===== src/rtl/sub_serial_nbits.sv =====
// rtl/sub_serial_nbits.sv - digit-serial subtractor d = a - b - bi with valid/ready handshakes
module sub_serial_nbits #(
    parameter int BITS  = 32,
    parameter int DIGIT = 8
) (
    input  logic            clk,
    input  logic            rst,
    input  logic            in_valid,
    output logic            in_ready,
    input  logic [BITS-1:0] a,
    input  logic [BITS-1:0] b,
    input  logic            bi,
    output logic            out_valid,
    input  logic            out_ready,
    output logic [BITS-1:0] d,
    output logic            bo,
    output logic            ov
);

    localparam int N  = BITS / DIGIT;
    localparam int KW = (N > 1) ? $clog2(N) : 1;

    typedef enum logic [1:0] {
        IDLE = 2'd0,
        RUN  = 2'd1,
        DONE = 2'd2
    } state_t;

    state_t          state;
    state_t          state_nxt;

    logic [BITS-1:0] a_r;
    logic [BITS-1:0] b_r;
    logic [BITS-1:0] a_nxt;
    logic [BITS-1:0] b_nxt;
    logic [BITS-1:0] d_nxt;
    logic            a_msb;
    logic            b_msb;
    logic            c;
    logic [KW-1:0]   k;
    logic            last;
    logic [DIGIT:0]  dsum;

    assign last = (k == KW'(N - 1));

    // One digit of a + ~b + c; the low digit of the operand registers is always the current one.
    always_comb begin
        dsum = {1'b0, a_r[DIGIT-1:0]} + {1'b0, ~b_r[DIGIT-1:0]} + {{DIGIT{1'b0}}, c};
    end

    // Operands shift down one digit per RUN cycle; results enter d from the top so that
    // after N digits the whole difference sits in place.
    generate
        if (N > 1) begin : g_multi
            assign a_nxt = a_r >> DIGIT;
            assign b_nxt = b_r >> DIGIT;
            assign d_nxt = {dsum[DIGIT-1:0], d[BITS-1:DIGIT]};
        end else begin : g_single
            assign a_nxt = a_r;
            assign b_nxt = b_r;
            assign d_nxt = dsum[DIGIT-1:0];
        end
    endgenerate

    // State register.
    always_ff @(posedge clk) begin
        if (rst) begin
            state <= IDLE;
        end else begin
            state <= state_nxt;
        end
    end

    // Next-state logic: IDLE -> RUN on accept, RUN -> DONE after last digit, DONE -> IDLE on handshake.
    always_comb begin
        state_nxt = state;
        case (state)
            IDLE:    if (in_valid)  state_nxt = RUN;
            RUN:     if (last)      state_nxt = DONE;
            DONE:    if (out_ready) state_nxt = IDLE;
            default:                state_nxt = IDLE;
        endcase
    end

    // Handshake outputs; in_ready is suppressed while reset is held.
    always_comb begin
        in_ready  = (state == IDLE) && !rst;
        out_valid = (state == DONE);
    end

    // Datapath: latch operands at accept, process one digit per RUN cycle, set flags on the last digit.
    always_ff @(posedge clk) begin
        if (rst) begin
            a_r   <= '0;
            b_r   <= '0;
            a_msb <= 1'b0;
            b_msb <= 1'b0;
            c     <= 1'b0;
            k     <= '0;
            d     <= '0;
            bo    <= 1'b0;
            ov    <= 1'b0;
        end else begin
            case (state)
                IDLE: begin
                    if (in_valid) begin
                        a_r   <= a;
                        b_r   <= b;
                        a_msb <= a[BITS-1];
                        b_msb <= b[BITS-1];
                        c     <= ~bi;
                        k     <= '0;
                    end
                end
                RUN: begin
                    a_r <= a_nxt;
                    b_r <= b_nxt;
                    d   <= d_nxt;
                    c   <= dsum[DIGIT];
                    k   <= k + 1'b1;
                    if (last) begin
                        bo <= ~dsum[DIGIT];
                        ov <= (a_msb != b_msb) && (dsum[DIGIT-1] != a_msb);
                    end
                end
                default: ;
            endcase
        end
    end

endmodule


===== config.mk =====
export PLATFORM = sky130hd
export DESIGN_NAME = sub_serial_nbits
export DESIGN_NICKNAME = d
export VERILOG_FILES = /design/src/rtl/sub_serial_nbits.sv
export SDC_FILE = /design/constraint.sdc
export NUM_CORES = 1
export LEC_CHECK = 0
export BUFFER_PORTS_ARGS = -buffer_cell sky130_fd_sc_hd__buf_4
export CORE_MARGIN = 5
export CORE_UTILIZATION = 48
export DETAILED_ROUTE_END_ITERATION = 6
export PLACE_DENSITY_LB_ADDON = 0.2
export SLEW_MARGIN = 15
export SYNTH_ARGS = -nofsm -noshare
export SYNTH_HDL_FRONTEND = slang
export SYNTH_SLANG_ARGS = --single-unit

===== constraint.sdc =====
create_clock -name clk -period 2 [get_ports clk]
set_input_delay 0.6 -clock clk [delete_from_list [all_inputs] [get_ports clk]]
set_output_delay 0.6 -clock clk [all_outputs]
set_load 0.01 [all_outputs]

==> flow_summary.toml <==
[hold_path]
min_path_cells = 2
hp-class = "flop to flop"

[yosys]
syn-num-nets = 652
async_flop_share = 0
synth_area_um2 = 4433
ys_ff_latch = 105
syn_area_per_cell_um2 = 7.736
ys.warnings.count = 0
synth-edff-count = 0
yosysUniqueCellTypes = 32
synthCells = 573
ys_seq_area_frac = 0.4742
ys.flop_type = "dfxtp_1"

[power]
p_switching_mw = 1.353
clock_power_share = 0.295
pwr-share-comb = 0.205
total_power_mw = 4.690
pwr-share-seq = 0.500
p_int_mw = 3.338
swShare = 0.2884
peakVddDrop_mv = 0.4260
p_leak_nw = 2.343
power_density_nw_per_um2 = 828.6

[setup_path]
rrSetupSlack_ps = -50
reg2regPathDepth = 7
rr_endpoint = "ov"
crit_fanout = 3
crit_start = "b_r[1]"
required_ps = 2270
critPathLaunchType = "flop"
worstSetupEndpointType = "flop"
reg2reg_from = "b_r[1]"
worstSetupPathType = "flop to flop"
cp.arrival_ps = 2330
crit_end = "ov"

[clock_network]
numClockSinks = 105
htreeDepth = 3
clk_latency_ps = 360
clk_path_buf_depth = 2
root_buffer = "clkbuf_8"
cts_tree = "built"
cts.hold.buffers_added = 0
numCtsBuffers = 9
clk_pin_slew_ps = 90

[floorplan]
rows = 35
die_y_um = 106.1
placeableCoreArea_um2 = 9109
dieWidth_um = 106.1
start_util = 0.4867
die-area_um2 = 11260
pin_count = 105

[global_routing]
antenna_found_initial = 0
grt_pass1_wl_um = 18090
grt_overflow = 0
grt_max_degree = 106
grt_use_total = 0.1951
grt_pass1_vias = 3859

[finish]
area_delta_synth_final_pct = 27.69
layout-drive-gt1-share = 0.2417
postLayoutCoreUtil = 0.6214
insertedDiodeCount = 0
instances_no_fill = 777
seqCellArea_um2 = 2107
nets = 740
fin_area_um2 = 5660
multi_input_area_um2 = 2150
nFillCells = 812

[timing]
fin_ws_ps = -53.34
worst_pin_slew_ps = 468.3
skew_ps = 9.865
whs_ps = 461.2
drv_slew = 0
relSlewSlack = 0.6878
fin_crit_ps = 2053
tns_ps = -53.34
setup_viol = 1
finalHoldViolCount = 0
finalCritPeriodShare = 1.027
max_freq_mhz = 487.0
rsz0062_at_grt = "true"

[routing]
drt_iter0_markers = 202
wl_per_cell_um = 14.40
vias = 4121
wl_met1_um = 5372
met3_length_um = 503
firstDrtPassIters = 4
routed_wl_um = 11190
met2_wirelength_um = 5170
drc = 0
top_layer = "met4"
drt-vias-per-instance = 5.304
final_antenna_net_count = 0

[outcome]
status = "finished with violations"
violations = "setup timing"

[run]
cap_violations = 0

[place]
pre_cts_slack_ps = -82.22
port_buffers = 104
placed_cell_area_um2 = 5408
hpwl_um = 7858
place_inst = 760
place.gp.congestion = 0.8314
[cell usage in the layout (no fill, tap or decap), types with 2 or more instances in the layout]
master / count
a211oi_1: 5
clkinvlp_4: 2
nand3_1: 15
buf_12: 6
o21ai_0: 3
o21a_1: 2
nand2b_1: 2
o211a_1: 2
nor2_1: 61
inv_1: 10
dfxtp_2: 4
and2_1: 2
clkbuf_8: 11
buf_4: 117
inv_2: 4
ha_1: 8
a21oi_2: 2
nor3_1: 4
dfxtp_1: 101
nand2_1: 176
fa_2: 2
a311oi_1: 50
nor2b_2: 2
nand3b_1: 2
a21oi_1: 51
[worst max-delay path, stage by stage, from the launching register on]
cell and delay [ps]:
dfxtp_2 340, inv_2 40, ha_1 250, nor2b_2 150, o31a_1 280, o211a_1 260, or4_1 410, a311oi_1 230
[cell usage after synthesis (2+ instances only)]
cell	instances	area, µm²
nand2b_1	3	18.77
o21a_1	2	15.01
nor3_1	4	20.02
buf_1	10	37.54
ha_1	8	100.1
nand3b_1	2	15.01
and2_1	3	18.77
a311oi_1	50	437.9
nand2_1	177	664.4
inv_1	14	52.55
clkbuf_1	36	135.1
o21bai_1	2	15.01
dfxtp_1	105	2102
nor2_1	61	229.0
a211oi_1	5	37.54
o21ai_0	3	15.01
fa_1	2	40.04
nor2b_1	3	18.77
a21oi_1	53	265.3
nand3_1	16	80.08
o211a_1	2	20.02
nor4_1	2	12.51
[worst min-delay path by stage]
stage / endpoint / from / slack (ps)
final: d[6] / d[6] / 460
after global routing: b_r[29] / b[29] / 450
after CTS: b_r[30] / b[30] / 450
after detailed placement: d[6] / d[6] / 450
after global placement: d[4] / d[4] / 440
after floorplan: a_r[31] / a_r[31] / 440
[repair_timing]
item / 4_1_cts / 5_1_grt
buffers inserted: 1 / 0
pin swaps: 1 / 4
resized for setup: 2 / 11
setup endpoints to repair: 3 / 4
[power by group through the flow]
stage          combinational, mW  clock (mW)  sequential, mW
6_report                   0.961        1.38            2.35
5_1_grt                     1.07        1.50            2.36
4_1_cts                    0.939        1.41            2.34
3_5_place_dp               0.921           0            2.39
3_3_place_gp               0.901           0            2.38
2_1_floorplan              0.563           0            2.37
[cell type report]
type / count / area share
Clock buffer: 11 / 0.02675
Clock inverter: 5 / 0.01105
Inverter: 14 / 0.009284
Multi-Input combinational cell: 408 / 0.3798
Sequential cell: 105 / 0.3722
Tap cell: 111 / 0.02454
Timing Repair Buffer: 123 / 0.1764
[state kept, by name (all words and copies together), names as in the netlist]
register and count:
b_msb 1, d 32, state 2, a_msb 1
b_r 32, c 1, ov 1, a_r 32
bo 1, k 2
[logic make-up after synthesis]
group / after synthesis / share of synthesized area
compound gates: 123 / 0.1928
xor+xnor: 2 / 0.003952
fa+ha+maj: 10 / 0.03161
buf+inv: 60 / 0.05081
flops: 105 / 0.4742
simple gates: 273 / 0.2467
[layer usage]
metal,vias up,global-route usage
met5,-,0
met4,0,0.05550
met3,12,0.04129
met2,95,0.3041
met1,1891,0.2731
li1,2123,-
Power figures use the tool's default switching activity.
